### src/rtl/vram_arbiter_pkg.sv
// rtl/vram_arbiter_pkg.sv - shared frame-buffer constants and arbiter types
package vram_arbiter_pkg;

  // Frame-buffer geometry: 160x120 pixels, RGB332
  localparam int ADDR_W = 15;
  localparam int DATA_W = 8;
  localparam int DEPTH  = 19200;

  // RGB332 field widths (red 3, green 3, blue 2)
  localparam int RED_W   = 3;
  localparam int GREEN_W = 3;
  localparam int BLUE_W  = 2;

  // Value the clear engine writes to every pixel
  localparam logic [DATA_W-1:0] CLR_VAL = 8'h00;

  // Last address the clear engine touches
  localparam logic [ADDR_W-1:0] CLR_LAST = ADDR_W'(DEPTH - 1);

  typedef enum logic {
    ST_IDLE  = 1'b0,
    ST_CLEAR = 1'b1
  } arb_state_t;

endpackage

### src/rtl/vram_arbiter_if.sv
// rtl/vram_arbiter_if.sv - requester and RAM-side bundle of the video RAM arbiter
interface vram_arbiter_if;
  import vram_arbiter_pkg::*;

  // Display scanout reads
  logic              disp_req;
  logic [ADDR_W-1:0] disp_addr;
  logic [DATA_W-1:0] disp_data;
  logic              disp_valid;

  // Drawing writer handshake
  logic              wr_valid;
  logic [ADDR_W-1:0] wr_addr;
  logic [DATA_W-1:0] wr_data;
  logic              wr_ready;

  // Clear engine control
  logic              clr_start;
  logic              clr_busy;
  logic              clr_done;

  // Single-port RAM side
  logic              ram_en;
  logic              ram_we;
  logic [ADDR_W-1:0] ram_addr;
  logic [DATA_W-1:0] ram_wdata;
  logic [DATA_W-1:0] ram_rdata;

  // Arbiter side
  modport slave (
    input  disp_req, disp_addr, wr_valid, wr_addr, wr_data, clr_start, ram_rdata,
    output disp_data, disp_valid, wr_ready, clr_busy, clr_done,
           ram_en, ram_we, ram_addr, ram_wdata
  );

  // Requester / RAM-model side
  modport master (
    output disp_req, disp_addr, wr_valid, wr_addr, wr_data, clr_start, ram_rdata,
    input  disp_data, disp_valid, wr_ready, clr_busy, clr_done,
           ram_en, ram_we, ram_addr, ram_wdata
  );

endinterface

### src/rtl/vram_arbiter.sv
// rtl/vram_arbiter.sv - fixed-priority video RAM arbiter: display > clear > writer
module vram_arbiter
  import vram_arbiter_pkg::*;
(
  input  logic           clk,
  input  logic           rst_n,
  vram_arbiter_if.slave  bus
);

  arb_state_t        state;
  logic [ADDR_W-1:0] clr_cnt;
  logic              clr_busy_q;
  logic              clr_done_q;

  logic              ram_en_q;
  logic              ram_we_q;
  logic [ADDR_W-1:0] ram_addr_q;
  logic [DATA_W-1:0] ram_wdata_q;

  // rd_pipe[0]: read op on the RAM bus, rd_pipe[1]: ram_rdata holds the word
  logic [1:0]        rd_pipe;
  logic              disp_valid_q;
  logic [DATA_W-1:0] disp_data_q;

  logic              wr_ready_c;

  // Writer may only go when nothing of higher priority wants this slot
  assign wr_ready_c = (state == ST_IDLE) & ~bus.disp_req & ~bus.clr_start;

  assign bus.wr_ready   = wr_ready_c;
  assign bus.clr_busy   = clr_busy_q;
  assign bus.clr_done   = clr_done_q;
  assign bus.ram_en     = ram_en_q;
  assign bus.ram_we     = ram_we_q;
  assign bus.ram_addr   = ram_addr_q;
  assign bus.ram_wdata  = ram_wdata_q;
  assign bus.disp_valid = disp_valid_q;
  assign bus.disp_data  = disp_data_q;

  // Slot selection, clear FSM and registered RAM command
  always_ff @(posedge clk or negedge rst_n) begin
    if (!rst_n) begin
      state       <= ST_IDLE;
      clr_cnt     <= '0;
      clr_busy_q  <= 1'b0;
      clr_done_q  <= 1'b0;
      ram_en_q    <= 1'b0;
      ram_we_q    <= 1'b0;
      ram_addr_q  <= '0;
      ram_wdata_q <= '0;
    end else begin
      clr_done_q <= 1'b0;
      ram_en_q   <= 1'b0;
      ram_we_q   <= 1'b0;

      if (bus.disp_req) begin
        ram_en_q   <= 1'b1;
        ram_addr_q <= bus.disp_addr;
      end else if (state == ST_CLEAR) begin
        ram_en_q    <= 1'b1;
        ram_we_q    <= 1'b1;
        ram_addr_q  <= clr_cnt;
        ram_wdata_q <= CLR_VAL;
      end else if (bus.wr_valid && wr_ready_c) begin
        ram_en_q    <= 1'b1;
        ram_we_q    <= 1'b1;
        ram_addr_q  <= bus.wr_addr;
        ram_wdata_q <= bus.wr_data;
      end

      case (state)
        ST_IDLE: begin
          if (bus.clr_start) begin
            state      <= ST_CLEAR;
            clr_cnt    <= '0;
            clr_busy_q <= 1'b1;
          end
        end
        ST_CLEAR: begin
          // A display cycle steals the slot, so the counter waits
          if (!bus.disp_req) begin
            if (clr_cnt == CLR_LAST) begin
              state      <= ST_IDLE;
              clr_busy_q <= 1'b0;
              clr_done_q <= 1'b1;
            end else begin
              clr_cnt <= clr_cnt + ADDR_W'(1);
            end
          end
        end
        default: begin
          state      <= ST_IDLE;
          clr_busy_q <= 1'b0;
        end
      endcase
    end
  end

  // Read-valid shift register and display data capture
  always_ff @(posedge clk or negedge rst_n) begin
    if (!rst_n) begin
      rd_pipe      <= '0;
      disp_valid_q <= 1'b0;
      disp_data_q  <= '0;
    end else begin
      rd_pipe      <= {rd_pipe[0], bus.disp_req};
      disp_valid_q <= rd_pipe[1];
      if (rd_pipe[1]) begin
        disp_data_q <= bus.ram_rdata;
      end
    end
  end

endmodule

### src/flat_wrapper.sv
// flat-port wrapper written by rule: the top's interface ports become plain ports
module vram_arbiter_flat import vram_arbiter_pkg::*;
  (clk, rst_n, bus_disp_req, bus_disp_addr, bus_wr_valid, bus_wr_addr, bus_wr_data, bus_clr_start, bus_ram_rdata, bus_disp_data, bus_disp_valid, bus_wr_ready, bus_clr_busy, bus_clr_done, bus_ram_en, bus_ram_we, bus_ram_addr, bus_ram_wdata);
  vram_arbiter_if bus_i ();
  input  logic clk;
  input  logic rst_n;
  input wire logic [$bits(bus_i.disp_req)-1:0] bus_disp_req;
  input wire logic [$bits(bus_i.disp_addr)-1:0] bus_disp_addr;
  input wire logic [$bits(bus_i.wr_valid)-1:0] bus_wr_valid;
  input wire logic [$bits(bus_i.wr_addr)-1:0] bus_wr_addr;
  input wire logic [$bits(bus_i.wr_data)-1:0] bus_wr_data;
  input wire logic [$bits(bus_i.clr_start)-1:0] bus_clr_start;
  input wire logic [$bits(bus_i.ram_rdata)-1:0] bus_ram_rdata;
  output wire logic [$bits(bus_i.disp_data)-1:0] bus_disp_data;
  output wire logic [$bits(bus_i.disp_valid)-1:0] bus_disp_valid;
  output wire logic [$bits(bus_i.wr_ready)-1:0] bus_wr_ready;
  output wire logic [$bits(bus_i.clr_busy)-1:0] bus_clr_busy;
  output wire logic [$bits(bus_i.clr_done)-1:0] bus_clr_done;
  output wire logic [$bits(bus_i.ram_en)-1:0] bus_ram_en;
  output wire logic [$bits(bus_i.ram_we)-1:0] bus_ram_we;
  output wire logic [$bits(bus_i.ram_addr)-1:0] bus_ram_addr;
  output wire logic [$bits(bus_i.ram_wdata)-1:0] bus_ram_wdata;
  assign bus_i.disp_req = bus_disp_req;
  assign bus_i.disp_addr = bus_disp_addr;
  assign bus_i.wr_valid = bus_wr_valid;
  assign bus_i.wr_addr = bus_wr_addr;
  assign bus_i.wr_data = bus_wr_data;
  assign bus_i.clr_start = bus_clr_start;
  assign bus_i.ram_rdata = bus_ram_rdata;
  assign bus_disp_data = bus_i.disp_data;
  assign bus_disp_valid = bus_i.disp_valid;
  assign bus_wr_ready = bus_i.wr_ready;
  assign bus_clr_busy = bus_i.clr_busy;
  assign bus_clr_done = bus_i.clr_done;
  assign bus_ram_en = bus_i.ram_en;
  assign bus_ram_we = bus_i.ram_we;
  assign bus_ram_addr = bus_i.ram_addr;
  assign bus_ram_wdata = bus_i.ram_wdata;
  vram_arbiter u_core (.clk(clk), .rst_n(rst_n), .bus(bus_i));
endmodule
### config.mk
export PLATFORM = sky130hd
export DESIGN_NAME = vram_arbiter_flat
export DESIGN_NICKNAME = d
export VERILOG_FILES = /design/src/rtl/vram_arbiter_pkg.sv /design/src/rtl/vram_arbiter_if.sv /design/src/rtl/vram_arbiter.sv /design/src/flat_wrapper.sv
export SDC_FILE = /design/constraint.sdc
export NUM_CORES = 1
export LEC_CHECK = 0
export CAP_MARGIN = 20
export CORE_UTILIZATION = 35
export CTS_CLUSTER_SIZE = 28
export DETAILED_ROUTE_END_ITERATION = 10
export DONT_BUFFER_PORTS = 1
export PLACE_DENSITY_LB_ADDON = 0.05
export SLEW_MARGIN = 20
export SYNTH_ARGS = -nofsm -noshare
export SYNTH_HDL_FRONTEND = slang
export SYNTH_SLANG_ARGS = --single-unit
### constraint.sdc
create_clock -name clk -period 2.3 [get_ports clk]
set_clock_uncertainty 0.1 [all_clocks]
set_input_delay 0.46 -clock clk [delete_from_list [all_inputs] [get_ports clk]]
set_output_delay 0.46 -clock clk [all_outputs]
set_load 0.1 [all_outputs]
==> reports/qor.csv <==
stage;metric;value;unit
route;Final ANT Viol Nets;0;
route;routed vias;2119;
critical_path;WP data arrival;2110;ps
layout;most frequent cells in the layout;dfrtp_1, buf_4, nand2_1, o21ai_0;
layout;# diodes;0;
timing;worst setup margin;271.7;ps
logic_synthesis;Mapped Cells;276;
critical_path;Levels on crit path;4;
clock_tree;post-CTS sizing;0;
placed_design;# port buffers;0;
clock_tree;CTS max path bufs;2;
timing;slew of the pin with the lowest slew margin;906.7;ps
clock_tree;Worst-Skew Late Latency;310;ps
critical_path;cell family with most CP delay;simple AND/OR/NAND/NOR gates;
global_routing;initial antenna violation count;0;
clock_tree;H-tree levels;2;
logic_synthesis;Post-Syn Area;2713;um2
critical_path;CP max-delay cell;or4b_4;
die;Starting Density;0.3681;
critical_path;CP peak stage delay;560;ps
layout;most common cell after layout, fill and taps aside;dfrtp_1;
timing;RSZ-0062 raised after global routing;no;
die;Die Y-Extent;90.04;um
timing;minimum clock period after layout;2028;ps
placed_design;dpl hpwl;4527;um
die;core footprint;7370;um2
die;Top Ports;88;
pwr;Peak VDD IR;0.2634;mV
logic_synthesis;Syn. warnings;0;
logic_synthesis;Yosys cell types;42;
die;Rows;31;
global_routing;vias in the first global route;2151;
global_routing;first-pass GRT wire length;11250;um
layout;fin util;0.4345;
pwr;Leakage;0.001469;uW
route;# DRC;0;
critical_path;endpoint type of the worst setup path;flop;
critical_path;crit path kind;reg -> reg;
clock_tree;Worst-path clk slew;110;ps
layout;Area Growth Syn to Fin;18.04;%
logic_synthesis;syn nets;328;
placed_design;gpl congestion;0.7710;
hold_path;Min-Delay Path Depth;0;
layout;Nets;358;
die;Die ar.;8106;um2
timing;final setup vio count;0;
timing;total negative setup slack;0;ps
flow_run;max-cap violations;0;
global_routing;GRT overflow;0;
critical_path;Reg2Reg Depth;4;
clock_tree;Sink Count;54;
layout;ratio of cells with drive above 1 in the final layout;0.2248;
critical_path;CP required;2380;ps
timing;fmax;493.0;MHz
logic_synthesis;register area share after synthesis;0.4982;
timing;Final Hold Fails;0;
critical_path;CP Cell Sequence;or4b_4 -> nor4_4 -> or2_2 -> o311ai_0;
global_routing;largest net degree at the start of global routing;55;
timing;Fin Hold WS;68.61;ps
clock_tree;CTS buffer count;5;
timing;Slew Viols, Final;0;
die;Die W;90.04;um
clock_tree;CTS tree;done;
route;DR iter-0 viols;261;
pwr;Power Density;958.1;nW/um2
timing;Max-slew headroom;0.3956;
critical_path;CP Max Fanout;13;
route;drt first pass iters;4;
status;status;completed;
logic_synthesis;mean post-synth cell area;9.828;um2
critical_path;crit path buf inv count;0;
logic_synthesis;Synth Register Bits;54;
route;drt wl/cell;16.33;um
route;vias per cell;5.219;
hold_path;worst min-delay path class;in -> reg;
clock_tree;root buffer cell;clkbuf_8;
placed_design;dpl ws;309.1;ps
layout;post-route cell area;3202;um2
global_routing;Total Routing Usage GR;0.1716;
route;Detailed Route WL;6630;um
timing;period utilization;0.8819;
critical_path;CP Launch Type;flop;
placed_design;Placed Area;3067;um2
where the power goes:
part           internal [uW]  leakage [uW]  switching [uW]
registers               1090      0.000611             316
logic                    375      0.000808             703
clock network            227     0.0000502             358
cells in the mapped netlist (all sizes together):
cell type  number  area [um2]
mux2i          15       150.1
nand2b          6       37.54
a21boi          2       15.01
nor3            3       25.02
o21ai          27       135.1
or4             3       22.52
dfrtp          54        1351
o211ai          5       37.54
clkinv          1       3.750
inv             5       18.77
a31oi           1       6.260
mux2           11       123.9
buf            11       70.06
a21o            1       7.510
o221ai          2       17.52
nor2           16       60.06
or2             1       6.260
or3             5       31.28
nand4          12       90.09
nand3b          2       15.01
and2            1       6.260
or4b            1       13.76
nor4            4       40.04
a21oi          16       80.08
nand4b          2       17.52
and3            2       12.51
nor2b           1       6.260
ha              1       12.51
nand3           7       35.03
o2bb2ai         4       35.03
o311ai          2       17.52
nand2          39       146.4
nor4b           1       8.760
o31a            2       17.52
clkbuf         10       38.78
registers in the layout, summed over array words and instances (netlist names):
name / cells
u_core.bus.ram_addr: 15
u_core.clr_cnt: 15
u_core.bus.disp_data: 8
u_core.bus.ram_wdata: 8
u_core.rd_pipe: 2
u_core.bus.clr_busy: 1
u_core.bus.clr_done: 1
u_core.bus.disp_valid: 1
u_core.bus.ram_en: 1
u_core.bus.ram_we: 1
u_core.state: 1
per-stage QoR:
step	power, uW	std cells
detailed placement	2471	396
global route	3234	406
finish	3068	406
floorplan	2213	276
global placement	2476	396
CTS	3098	406
repair_timing:
| item | CTS | global route |
|---|---|---|
| endpoints found under the setup margin | 0 | 0 |
| hold buffers | 2 | 0 |
| setup buffers | 0 | 0 |
| endpoints found under the hold margin | 54 | 0 |
cell families after synthesis:
group | count (synthesis) | share of synthesized area
fa+ha+maj | 1 | 0.004612
buf+inv | 27 | 0.04843
compound gates | 62 | 0.1361
flops | 54 | 0.4982
simple gates | 106 | 0.2117
mux | 26 | 0.1010
routing by layer:
layer | routed length, um | vias to the layer above | part of all wire | track usage
met5 | 0 | - | 0 | 0
met1 | 3249 | 992 | 0.49 | 0.2417
met4 | 121 | 0 | 0.018 | 0.05242
met3 | 296 | 12 | 0.045 | 0.03553
li1 | - | 1052 | - | -
met2 | 2963 | 63 | 0.45 | 0.2646
worst paths after layout:
path | startpoint | endpoint | slack (ps)
max reg2reg | u_core.clr_cnt[12] | u_core.clr_cnt[9] | 270
max in group asynchronous | rst_n | u_core.clr_cnt[6] | 1290
min | bus_disp_req | u_core.rd_pipe[0] | 70
min in group asynchronous | rst_n | u_core.bus.ram_addr[13] | 550
max | u_core.clr_cnt[12] | u_core.clr_cnt[9] | 270
min reg2reg | u_core.rd_pipe[0] | u_core.rd_pipe[1] | 260
layout make-up:
class	count	area (um2)
Sequential cell	54	1351
Clock buffer	5	68.82
Clock inverter	3	28.78
Tap cell	99	123.9
Multi-Input combinational cell	195	1241
Timing Repair Buffer	44	365.4
Inverter	6	22.52
Fill cell	717	4168
Power figures use the tool's default switching activity.
